## src/rtl/nibbler_pkg.sv

```systemverilog
// Shared types and constants for the nibbler program-memory loader.
// Optional checksum states exist only with NIBBLER_LOADER_CKSUM_EN.
package nibbler_pkg;

  localparam int NIB_W = 4;
  localparam int PM_AW = 12;
  localparam int PM_DW = 8;

  localparam logic [NIB_W-1:0] SYNC_NIB_DEF = 4'hA;

  typedef enum logic [3:0] {
    S_IDLE,
    S_ADDR,
    S_LEN,
    S_DHI,
    S_DLO,
    S_WR,
`ifdef NIBBLER_LOADER_CKSUM_EN
    S_CKHI,
    S_CKLO,
`endif
    S_FIN
  } state_t;

endpackage

```

## src/rtl/nibble_shift12.sv

```systemverilog
// Three-nibble MSB-first shift register with a third-nibble flag.
// Used for both the start address and the length fields.
module nibble_shift12
  import nibbler_pkg::*;
(
  input  logic             clk,
  input  logic             reset,
  input  logic             i_clr,
  input  logic             i_en,
  input  logic [NIB_W-1:0] i_nib,
  output logic [PM_AW-1:0] o_val,
  output logic             o_last
);

  logic [PM_AW-1:0] r_val;
  logic [1:0]       r_cnt;

  assign o_val  = r_val;
  assign o_last = (r_cnt == 2'd2);

  always_ff @(posedge clk or posedge reset) begin
    if (reset) begin
      r_val <= '0;
      r_cnt <= '0;
    end else if (i_clr) begin
      r_val <= '0;
      r_cnt <= '0;
    end else if (i_en) begin
      r_val <= {r_val[PM_AW-NIB_W-1:0], i_nib};
      r_cnt <= o_last ? 2'd0 : r_cnt + 2'd1;
    end
  end

endmodule

```

## src/rtl/nibbler_prog_loader.sv

```systemverilog
// Nibble-stream loader for the nibbler 4096x8 program memory.
// Checksum verification built only with NIBBLER_LOADER_CKSUM_EN.
module nibbler_prog_loader
  import nibbler_pkg::*;
#(
  parameter logic [NIB_W-1:0] SYNC_NIB    = SYNC_NIB_DEF,
  parameter bit               HOLD_AT_POR = 1'b1
) (
  input  logic             clk,
  input  logic             reset,
  input  logic [NIB_W-1:0] host_nib,
  input  logic             host_valid,
  output logic             host_ready,
  output logic             pm_we,
  output logic [PM_AW-1:0] pm_addr,
  output logic [PM_DW-1:0] pm_wdata,
  output logic             cpu_reset,
  output logic             busy,
  output logic             done,
  output logic             err
);

  state_t r_state;
  state_t w_next;

  logic             w_xfer;
  logic             w_sync_acc;
  logic             w_last_byte;
  logic             w_ready;
  logic             w_we;
  logic             w_busy;
  logic             w_done;
  logic             w_err;

  logic [PM_AW-1:0] w_addr_val;
  logic [PM_AW-1:0] w_len_val;
  logic             w_addr_last;
  logic             w_len_last;

  logic [NIB_W-1:0] r_hi;
  logic [PM_AW-1:0] r_bcnt;
  logic [PM_AW-1:0] r_pm_addr;
  logic [PM_DW-1:0] r_pm_wdata;
  logic             r_cpu_reset;

`ifdef NIBBLER_LOADER_CKSUM_EN
  logic [PM_DW-1:0] r_sum;
  logic [NIB_W-1:0] r_ckhi;
  logic             r_err;
  assign w_err = r_err;
`else
  assign w_err = 1'b0;
`endif

  assign w_xfer      = host_valid & w_ready;
  assign w_sync_acc  = w_xfer & (r_state == S_IDLE)
                     & (host_nib == SYNC_NIB);
  assign w_last_byte = (r_bcnt == w_len_val);

  nibble_shift12 u_addr (
    .clk    (clk),
    .reset  (reset),
    .i_clr  (w_sync_acc),
    .i_en   (w_xfer & (r_state == S_ADDR)),
    .i_nib  (host_nib),
    .o_val  (w_addr_val),
    .o_last (w_addr_last)
  );

  nibble_shift12 u_len (
    .clk    (clk),
    .reset  (reset),
    .i_clr  (w_sync_acc),
    .i_en   (w_xfer & (r_state == S_LEN)),
    .i_nib  (host_nib),
    .o_val  (w_len_val),
    .o_last (w_len_last)
  );

  always_ff @(posedge clk or posedge reset) begin
    if (reset) r_state <= S_IDLE;
    else       r_state <= w_next;
  end

  always_comb begin
    w_next = r_state;
    unique case (r_state)
      S_IDLE: if (w_sync_acc)               w_next = S_ADDR;
      S_ADDR: if (w_xfer && w_addr_last)    w_next = S_LEN;
      S_LEN:  if (w_xfer && w_len_last)     w_next = S_DHI;
      S_DHI:  if (w_xfer)                   w_next = S_DLO;
      S_DLO:  if (w_xfer)                   w_next = S_WR;
`ifdef NIBBLER_LOADER_CKSUM_EN
      S_WR:   w_next = w_last_byte ? S_CKHI : S_DHI;
      S_CKHI: if (w_xfer)                   w_next = S_CKLO;
      S_CKLO: if (w_xfer)                   w_next = S_FIN;
`else
      S_WR:   w_next = w_last_byte ? S_FIN : S_DHI;
`endif
      S_FIN:  w_next = S_IDLE;
      default: w_next = S_IDLE;
    endcase
  end

  always_comb begin
    w_ready = 1'b1;
    w_we    = 1'b0;
    w_busy  = (r_state != S_IDLE);
    w_done  = 1'b0;
    unique case (r_state)
      S_WR:  begin
        w_ready = 1'b0;
        w_we    = 1'b1;
      end
      S_FIN: begin
        w_ready = 1'b0;
        w_done  = ~w_err;
      end
      default: ;
    endcase
  end

  // pm_addr/pm_wdata latch at DLO so they are stable through WR and after.
  always_ff @(posedge clk or posedge reset) begin
    if (reset) begin
      r_hi        <= '0;
      r_bcnt      <= '0;
      r_pm_addr   <= '0;
      r_pm_wdata  <= '0;
      r_cpu_reset <= HOLD_AT_POR;
    end else begin
      if (w_sync_acc) begin
        r_bcnt      <= '0;
        r_cpu_reset <= 1'b1;
      end
      if (w_xfer && r_state == S_DHI)
        r_hi <= host_nib;
      if (w_xfer && r_state == S_DLO) begin
        r_pm_addr  <= w_addr_val + r_bcnt;
        r_pm_wdata <= {r_hi, host_nib};
      end
      if (r_state == S_WR)
        r_bcnt <= r_bcnt + 12'd1;
      if (r_state == S_FIN)
        r_cpu_reset <= w_err;
    end
  end

`ifdef NIBBLER_LOADER_CKSUM_EN
  always_ff @(posedge clk or posedge reset) begin
    if (reset) begin
      r_sum  <= '0;
      r_ckhi <= '0;
      r_err  <= 1'b0;
    end else begin
      if (w_sync_acc) begin
        r_sum <= '0;
        r_err <= 1'b0;
      end
      if (r_state == S_WR)
        r_sum <= r_sum + r_pm_wdata;
      if (w_xfer && r_state == S_CKHI)
        r_ckhi <= host_nib;
      if (w_xfer && r_state == S_CKLO
          && {r_ckhi, host_nib} != r_sum)
        r_err <= 1'b1;
    end
  end
`endif

  assign host_ready = w_ready;
  assign pm_we      = w_we;
  assign pm_addr    = r_pm_addr;
  assign pm_wdata   = r_pm_wdata;
  assign cpu_reset  = r_cpu_reset;
  assign busy       = w_busy;
  assign done       = w_done;
  assign err        = w_err;

endmodule

```

## config.mk

```make
export PLATFORM = sky130hd
export DESIGN_NAME = nibbler_prog_loader
export DESIGN_NICKNAME = d
export VERILOG_FILES = /design/src/rtl/nibbler_pkg.sv /design/src/rtl/nibble_shift12.sv /design/src/rtl/nibbler_prog_loader.sv
export SDC_FILE = /design/constraint.sdc
export NUM_CORES = 1
export LEC_CHECK = 0
export ABC_CLOCK_PERIOD_IN_PS = 3300
export BUFFER_PORTS_ARGS = -buffer_cell sky130_fd_sc_hd__buf_2
export CAP_MARGIN = 30
export CORE_MARGIN = 3
export CORE_UTILIZATION = 60
export CTS_BUF_LIST = sky130_fd_sc_hd__clkbuf_8
export CTS_CLUSTER_DIAMETER = 50
export CTS_CLUSTER_SIZE = 16
export DETAILED_ROUTE_END_ITERATION = 10
export GPL_ROUTABILITY_DRIVEN = 0
export HOLD_SLACK_MARGIN = 0.08
export PLACE_DENSITY = 0.83
export SLEW_MARGIN = 20
export SYNTH_ARGS = -nofsm -noshare
export SYNTH_HDL_FRONTEND = slang
export SYNTH_SLANG_ARGS = --single-unit
```

## constraint.sdc

```tcl
create_clock -name clk -period 3.3 [get_ports clk]
set_clock_uncertainty 0.2 [all_clocks]
set_input_delay 0.66 -clock clk [delete_from_list [all_inputs] [get_ports clk]]
set_output_delay 0.66 -clock clk [all_outputs]
set_load 0.1 [all_outputs]
```

==> results of run 1 <==
## through the flow
step	hold slack [ns]	instances	worst slack [ns]	util
floorplan	0.235	400	0.653	-
global route	0.226	503	0.376	0.705
detailed placement	0.257	487	0.744	0.666
global placement	0.254	487	0.787	0.666
finish	0.181	503	0.519	0.705
CTS	0.194	503	0.535	0.705
## logic make-up after synthesis
group                      synth area share
and+or+nand+nor                       0.228
DFF                                   0.471
AOI/OAI and AO/OA                     0.138
muxes                                0.0291
buffers and inverters                0.0398
other                               0.00104
xor gates and xnor gates             0.0461
adders and majority gates            0.0471
## Yosys cell counts (4+ instances only)
master,number
a31oi_1,4
dfrtp_1,67
inv_1,5
mux2i_1,6
mux2_1,4
and3_1,6
nor3_1,4
nand2_1,108
or3_1,4
o21ai_1,6
a21oi_1,32
nor2_1,19
a21o_1,4
nand3_1,19
xnor2_1,14
clkbuf_1,6
nand4_1,10
o21ai_0,11
xor2_1,5
ha_1,12
buf_2,10
## report_power, final
part / leakage (nW) / switching (W) / internal (W)
clock: 0.105 / 0.000325 / 0.000444
combinational: 0.965 / 0.00164 / 0.000581
sequential: 0.883 / 0.000333 / 0.00117
total: 1.95 / 0.00230 / 0.00219
## state kept, by name, indices dropped and copies added (netlist names)
register / count
r_hi: 4
u_addr.o_val: 12
pm_wdata: 8
r_state: 3
u_len.o_val: 12
pm_addr: 12
u_addr.r_cnt: 2
u_len.r_cnt: 2
cpu_reset: 1
r_bcnt: 12
## cell type report
class	instances	area (µm²)
inverters	8	30.0
clock inverters	6	87.6
clock buffers	10	138
repair buffers	35	185
well taps	72	90.1
fillers	429	1670
flip-flops and latches	68	1700
multi-input cells	304	1770
## how the worst min path moves through the flow
stage | from | endpoint | slack (ns) | cells past startpoint
after floorplan | r_hi[0]$_DFFE_PP0P_ | pm_wdata[4]$_DFFE_PP0P_ | 0.23 | 2
after global placement | r_hi[0]$_DFFE_PP0P_ | pm_wdata[4]$_DFFE_PP0P_ | 0.25 | 2
after detailed placement | pm_addr[1]$_DFFE_PP0P_ | pm_addr[1]$_DFFE_PP0P_ | 0.26 | 2
after CTS | reset | pm_addr[4]$_DFFE_PP0P_ | 0.19 | 3
after global routing | reset | pm_addr[3]$_DFFE_PP0P_ | 0.23 | 3
final | reset | pm_addr[3]$_DFFE_PP0P_ | 0.18 | 3
## per-layer routing
| layer | global-route usage | up-vias |
|---|---|---|
| met2 | 0.388 | 90 |
| met1 | 0.314 | 1431 |
| met3 | 0.0454 | 13 |
| met5 | 0 | - |
| met4 | 0.0994 | 0 |
| li1 | - | 1429 |
## tightest hold or removal path, stage by stage
cell	delay, ns
buf_2	0.10
inv_2	0.04
buf_4	0.35
==> impl_metrics.yaml, run 1 <==
status:
  status: "complete, no violations"
global_routing:
  grtUsageTotal: 0.239
  grt_max_degree: 38
  antenna_found_initial: 0
  grt-ovfl-total: 0
  grt_pass1_wl_mm: 13.5
  grt_pass1_vias: 2844
hold_path:
  holdCritPathClass: "primary input to asynchronous set/reset pin"
routing:
  finalWirelength_mm: 7.78
  drtIter0Drc: 178
  wl_met2_mm: 3.80
  wl_met3_um: 302
  ant_nets: 0
  via_per_inst: 5.89
  route.vias.total: 2963
  wl_per_cell_um: 15.5
  m1WireLength_mm: 3.53
  drcViolationCount: 0
  drtPass1Iterations: 4
  top_layer: "met4"
cells_and_area:
  drive_gt1_frac: 0.151
  syn_to_final_growth_pct: 10.8
  final_cell_mix: "108 x nand2_1, 67 x dfrtp_1, 32 x a21oi_1"
  layout.nets: 446
  layout_commonest_cell: "nand2_1"
  fin_area_um2: 4000
  diodes: 0
critical_path:
  slowest_delay_ns: 0.57
  path_cells: "nand3_1 -> inv_2 -> buf_2"
  critical-path-top-delay-family: "buffers and inverters"
  rr_worst_depth: 7
  cp_slowest_cell: "dfrtp_1"
  reg2reg_to: "pm_addr[8]$_DFFE_PP0P_"
  crit_path_max_fanout: 12
  crit_type: "flop to output port"
  crit_buf_inv: 2
  critPathCapture: "pm_we"
  r2r_slack_ns: 0.72
  arrival_ns: 1.92
  end_kind: "output port"
  startpoint: "r_state[0]$_DFFE_PP0P_"
  worstPathRequired_ns: 2.44
  start_kind: "flop"
  timing.rr.start: "r_bcnt[0]$_DFFE_PP0P_"
  worstSetupPathDepth: 3
sta:
  relSlewSlack: 0.597
  maxClockFrequency_mhz: 360
  max_slew.worst_pin.slew_ns: 0.602
  finalMaxSlewViolations: 0
  finalSetupViolCount: 0
  fin_crit_sh: 0.843
  fin_tns_setup_ns: 0
  final-hold-violation-count: 0
  rsz0062_at_grt: "no"
  fin_crit_ns: 2.78
die:
  rows: 27
  core_area_um2: 5680
  start_util: 0.636
  die_area_um2: 6990
  io_pins: 33
  dieWidth_um: 83.6
  die_height_um: 83.6
clock_tree:
  clk_pin_slew_ns: 0.08
  clock_latency_ns: 0.35
  htree_levels: 3
  cts.sinks: 68
  cts_setup_buffers: 0
  cts_tree: "yes"
  cts_hold_buf: 0
  numCtsBuffers: 9
  clockRootBuffer: "clkbuf_8"
  cts_resized: 0
  clockBufferDepth: 2
synthesis:
  synthFlopType: "dfrtp_1"
  synth_edf_count: 0
  synth_nets: 420
  yosysUniqueCellTypes: 53
  synth-warning-count: 0
  async_flop_share: 1.00
  synth-seq-cells: 68
  synthTopCellsByArea: "dfrtp_1 46%, nand2_1 11%, a21oi_1 4.4%"
  seq_area_frac_synth: 0.471
  synth.largest_area_cell: "dfrtp_1"
  avgSynthCellArea_um2: 9.03
  synth_cells: 400
  synth_area_um2: 3610
  netlist.area_leader.share: 0.464
place:
  port_buffers: 31
  place_area_um2: 3780
  dpl.hpwl_mm: 5.46
power:
  power_density_nw_per_um2: 1120
  irDropWorstVdd_uv: 769
  p_leak_nw: 1.95
  finalPower_w: 0.00449
flow_run:
  cap_viol_max_count: 0
Power figures use the tool's default switching activity.
==> run 2: changes to the inputs <==
ABC_CLOCK_PERIOD_IN_PS = 2600   (was 3300)
clock period = 2.6 ns   (was 3.3 ns; I/O delays follow)
==> impl_metrics.yaml, run 2 (synthesis results as in run 1) <==
status:
  status: "complete, no violations"
power:
  irDropWorstVdd_uv: 1030
  power_density_nw_per_um2: 1410
  swShare: 0.512
  p_int_w: 0.00280
  p_leak_nw: 1.99
  netSwitchingPower_w: 0.00294
  power_frac_clock: 0.169
  p_comb_frac: 0.505
  seqPwrFrac: 0.326
hold_path:
  holdCritPathClass: "primary input to flop"
critical_path:
  reg2reg_to: "pm_addr[6]$_DFFE_PP0P_"
  crit_path_max_fanout: 12
  crit_buf_inv: 2
  critPathCapture: "pm_we"
  critical-path-top-delay-family: "flip-flops"
  slowest_delay_ns: 0.59
  cp_slowest_cell: "dfrtp_1"
  r2r_slack_ns: 0.15
  start_kind: "flop"
  end_kind: "output port"
  arrival_ns: 1.76
  crit_type: "flop to output port"
  rr_worst_depth: 7
  worstPathRequired_ns: 1.88
  path_cells: "nand3_1 -> inv_2 -> clkbuf_4"
  timing.rr.start: "u_addr.o_val[0]$_DFFE_PP0P_"
  startpoint: "r_state[0]$_DFFE_PP0P_"
  worstSetupPathDepth: 3
routing:
  route.vias.total: 2955
  drtPass1Iterations: 5
  finalWirelength_mm: 7.80
  drtIter0Drc: 222
  ant_nets: 0
  drcViolationCount: 0
  wl_per_cell_um: 15.3
  via_per_inst: 5.81
cells_and_area:
  layout_commonest_cell: "nand2_1"
  syn_to_final_growth_pct: 12.6
  diodes: 0
  fillCellCount: 420
  layout.nets: 452
  drive_gt1_frac: 0.162
  fin_area_um2: 4070
  final_cell_mix: "108 x nand2_1, 67 x dfrtp_1, 32 x a21oi_1"
clock_tree:
  cts_setup_buffers: 0
  clockRootBuffer: "clkbuf_8"
  htree_levels: 3
  clockBufferDepth: 2
  clock_latency_ns: 0.35
  cts.sinks: 68
  clk_pin_slew_ns: 0.08
  numCtsBuffers: 9
  cts_tree: "yes"
place:
  place_ws_ns: 0.140
  port_buffers: 31
  dpl.hpwl_mm: 5.51
  place_area_um2: 3830
global_routing:
  grt_pass1_vias: 2913
  grtUsageTotal: 0.242
  grt_pass1_wl_mm: 13.7
  antenna_found_initial: 0
  grt_max_degree: 69
  grt-ovfl-total: 0
die:
  dieWidth_um: 83.6
  start_util: 0.636
  die_area_um2: 6990
  die_height_um: 83.6
  core_area_um2: 5680
  rows: 27
  io_pins: 33
flow_run:
  cap_viol_max_count: 0
sta:
  finalSetupViolCount: 0
  rsz0062_at_grt: "no"
  max_slew.worst_pin.slew_ns: 0.634
  final-hold-violation-count: 0
  fin_crit_sh: 0.955
  fin_crit_ns: 2.48
  fin_ws_ns: 0.116
  maxClockFrequency_mhz: 403
  finalMaxSlewViolations: 0
  fin_tns_setup_ns: 0
  hold_ws_ns: 0.246
  relSlewSlack: 0.576
==> run 2: area by class of cell <==
type,count,area (µm²),area share
Timing Repair Buffer,41,248,0.0609
Inverter,8,30.0,0.00738
Clock inverter,7,97.6,0.0240
Clock buffer,9,124,0.0304
Tap cell,72,90.1,0.0221
Sequential cell,68,1700,0.419
Multi-Input combinational cell,304,1780,0.437
==> run 2: worst register-to-register path, delay by kind of cell (launching register included) <==
kind / cells / cell delay [ns]
compound gates: 4 / 0.95
fa+ha+maj: 2 / 0.63
flops: 1 / 0.41
simple gates: 1 / 0.18
==> run 2: power by group through the flow <==
| stage | sequential, W | clock, W | combinational [W] |
|---|---|---|---|
| 2_1_floorplan | 0.00286 | 0 | 0.00137 |
| 3_3_place_gp | 0.00186 | 0 | 0.00281 |
| 3_5_place_dp | 0.00189 | 0 | 0.00286 |
| 4_1_cts | 0.00187 | 0.000983 | 0.00288 |
| 5_1_grt | 0.00194 | 0.00104 | 0.00313 |
| 6_report | 0.00187 | 0.000969 | 0.00290 |
==> run 2: how the worst min path moves through the flow <==
stage,start,endpoint,slack (ns),depth (start not counted)
detailed placement,r_hi[0]$_DFFE_PP0P_,pm_wdata[4]$_DFFE_PP0P_,0.26,2
floorplan,r_hi[0]$_DFFE_PP0P_,pm_wdata[4]$_DFFE_PP0P_,0.23,2
CTS,host_nib[2],u_len.o_val[2]$_DFFE_PP0P_,0.23,3
global route,host_nib[0],u_addr.o_val[0]$_DFFE_PP0P_,0.25,3
finish,host_nib[0],u_addr.o_val[0]$_DFFE_PP0P_,0.25,3
global placement,r_hi[1]$_DFFE_PP0P_,pm_wdata[5]$_DFFE_PP0P_,0.25,2
==> run 2: routing by layer <==
metal  up-vias  wire length, µm  track usage
met5         -                0            0
met4         0              180        0.101
met3        17              363       0.0484
met2        86             3750        0.379
met1      1408             3510        0.329
li1       1444                -            -
==> run 2: timing repair <==
item / in CTS / in global routing
gates resized for setup: 0 / 3
endpoints found under the setup margin: 0 / 2
hold buffers: 1 / 0
hold endpoints to repair: 67 / 0
==> run 2: through the flow <==
step	power (W)	instances	util
3_5_place_dp	0.00475	492	0.675
2_1_floorplan	0.00422	400	-
5_1_grt	0.00611	509	0.717
6_report	0.00574	509	0.717
3_3_place_gp	0.00467	492	0.675
4_1_cts	0.00573	509	0.715
==> run 3: changes to the inputs <==
ABC_AREA = 1   (was not set)
GPL_TIMING_DRIVEN = 0   (was not set)
==> impl_metrics.yaml, run 3 <==
critical_path:
  slowest_delay_ns: 0.48
  crit_path_max_fanout: 10
  worstPathRequired_ns: 1.88
  crit_type: "flop to output port"
  path_cells: "nand3_1 -> buf_4 -> clkinv_1 -> buf_4"
  start_kind: "flop"
  cp_common_cell: "buf_4"
  end_kind: "output port"
  timing.rr.start: "r_bcnt[0]$_DFFE_PP0P_"
  arrival_ns: 1.80
  startpoint: "r_state[0]$_DFFE_PP0P_"
  cp_slowest_cell: "dfrtp_1"
  r2r_slack_ns: 0.35
global_routing:
  grt_pass1_vias: 3237
  antenna_found_initial: 0
  grt_pass1_wl_mm: 14.3
  grt-ovfl-total: 0
  grtUsageTotal: 0.246
  grt_max_degree: 42
place:
  port_buffers: 31
  dpl.hpwl_mm: 6.34
synthesis:
  synth_area_um2: 3800
  synth_cells: 502
  yosysUniqueCellTypes: 38
  synth-warning-count: 0
  avgSynthCellArea_um2: 7.58
  synthTopCellsByArea: "dfrtp_1 44%, nand2_1 15%, inv_1 6.3%"
  synthFlopType: "dfrtp_1"
  ys_top_cells_by_count: "153 x nand2_1, 67 x dfrtp_1, 64 x inv_1"
  synth-seq-cells: 68
  synth.most_common_cell: "nand2_1"
  seq_area_frac_synth: 0.448
  netlist.area_leader.share: 0.441
  synth_nets: 522
  synth_edf_count: 0
  async_flop_share: 1.00
  synth.largest_area_cell: "dfrtp_1"
routing:
  drcViolationCount: 0
  top_layer: "met4"
  ant_nets: 0
  drtPass1Iterations: 5
  via_per_inst: 5.48
  wl_met2_mm: 4.10
  route.vias.total: 3432
  drtIter0Drc: 176
  wl_met3_um: 494
  m1WireLength_mm: 3.78
  wl_per_cell_um: 13.7
  finalWirelength_mm: 8.60
die:
  dieWidth_um: 85.6
  core_area_um2: 6030
  die_height_um: 85.6
  die_area_um2: 7330
  rows: 28
  start_util: 0.631
  io_pins: 33
clock_tree:
  cts_tree: "yes"
  cts_setup_buffers: 0
  clk_pin_slew_ns: 0.08
  cts.sinks: 68
  clockRootBuffer: "clkbuf_8"
  htree_levels: 3
  clockBufferDepth: 2
  numCtsBuffers: 9
  clock_latency_ns: 0.35
sta:
  finalSetupViolCount: 0
  finalMaxSlewViolations: 0
  rsz0062_at_grt: "no"
  fin_crit_sh: 0.971
  fin_crit_ns: 2.52
  final-hold-violation-count: 0
  fin_tns_setup_ns: 0
  maxClockFrequency_mhz: 396
status:
  status: "complete, no violations"
cells_and_area:
  syn_to_final_growth_pct: 12.9
  drive_gt1_frac: 0.145
  final_cell_mix: "153 x nand2_1, 67 x dfrtp_1, 63 x inv_1"
  layout.nets: 566
  layout_commonest_cell: "nand2_1"
  diodes: 0
  fillCellCount: 482
hold_path:
  holdCritPathClass: "primary input to flop"
  worstHoldStart: "host_nib[0]"
flow_run:
  cap_viol_max_count: 0
==> run 3: cell types whose count changed after synthesis, moves of 9 or more <==
cell	before	now
buf_2	10	1
nor2_1	19	45
nand2_1	108	153
nand3_1	19	30
inv_1	5	64
o21ai_0	11	30
a21oi_1	32	19
==> run 3: area by class of cell <==
cell class | instances | area [µm²] | area share
plain buffers | 10 | 57.6 | 0.0134
clock buffers | 9 | 124 | 0.0288
clock inverters | 7 | 82.6 | 0.0192
inverters | 71 | 269 | 0.0626
multi-input cells | 353 | 1780 | 0.414
flip-flops and latches | 68 | 1700 | 0.397
well taps | 75 | 93.8 | 0.0219
repair buffers | 33 | 188 | 0.0437
==> run 3: cells by family after synthesis <==
family	Yosys count	share of synthesized area
buf+inv	81	0.0852
simple gates	257	0.290
fa+ha+maj	13	0.0447
xor+xnor	9	0.0207
flops	68	0.448
other cells	1	0.000986
compound gates	73	0.111
==> run 3: path summary, 6_finish.rpt <==
| kind | end | depth (start not counted) |
|---|---|---|
| max | pm_we | 4 |
| min | u_addr.o_val[0]$_DFFE_PP0P_ | 3 |
| max reg2reg | pm_addr[8]$_DFFE_PP0P_ | 9 |
| min reg2reg | pm_wdata[7]$_DFFE_PP0P_ | 2 |
| max in group asynchronous | cpu_reset$_DFFE_PP1P_ | 4 |
| min in group asynchronous | pm_addr[6]$_DFFE_PP0P_ | 3 |
==> run 3: worst max-delay path: cells and delay by family (launching register included) <==
kind	cells	cell delay, ns
buffers and inverters	3	0.81
flip-flops	1	0.48
AND/OR/NAND/NOR	1	0.16
==> run 3: through the flow <==
| step | std cells | utilization | worst slack [ns] | instance area [µm²] | hold WS (ns) |
|---|---|---|---|---|---|
| after global routing | 626 | 0.713 | 0.0145 | 4290 | 0.228 |
| after detailed placement | 609 | 0.676 | 0.327 | 4080 | 0.253 |
| after CTS | 626 | 0.713 | 0.0877 | 4290 | 0.199 |
| after global placement | 608 | 0.673 | -0.589 | 4050 | 0.249 |
| final | 626 | 0.713 | 0.0757 | 4290 | 0.207 |
| after floorplan | 502 | - | 0.170 | 3800 | 0.250 |
==> run 3: what timing repair did <==
| item | in CTS | in global routing |
|---|---|---|
| endpoints found under the hold margin | 27 | 0 |
| resized for setup | 1 | 0 |
| setup endpoints to repair | 1 | 0 |
| hold buffers | 1 | 0 |
==> run 3: layer usage <==
| metal | GRT usage | up-vias |
|---|---|---|
| met1 | 0.316 | 1586 |
| met5 | 0 | - |
| met4 | 0.118 | 0 |
| met2 | 0.410 | 136 |
| met3 | 0.0336 | 20 |
| li1 | - | 1690 |
Power of run 3 is not shown: default switching activity piles up to over one toggle a cycle in this logic, so the estimate is an artifact.
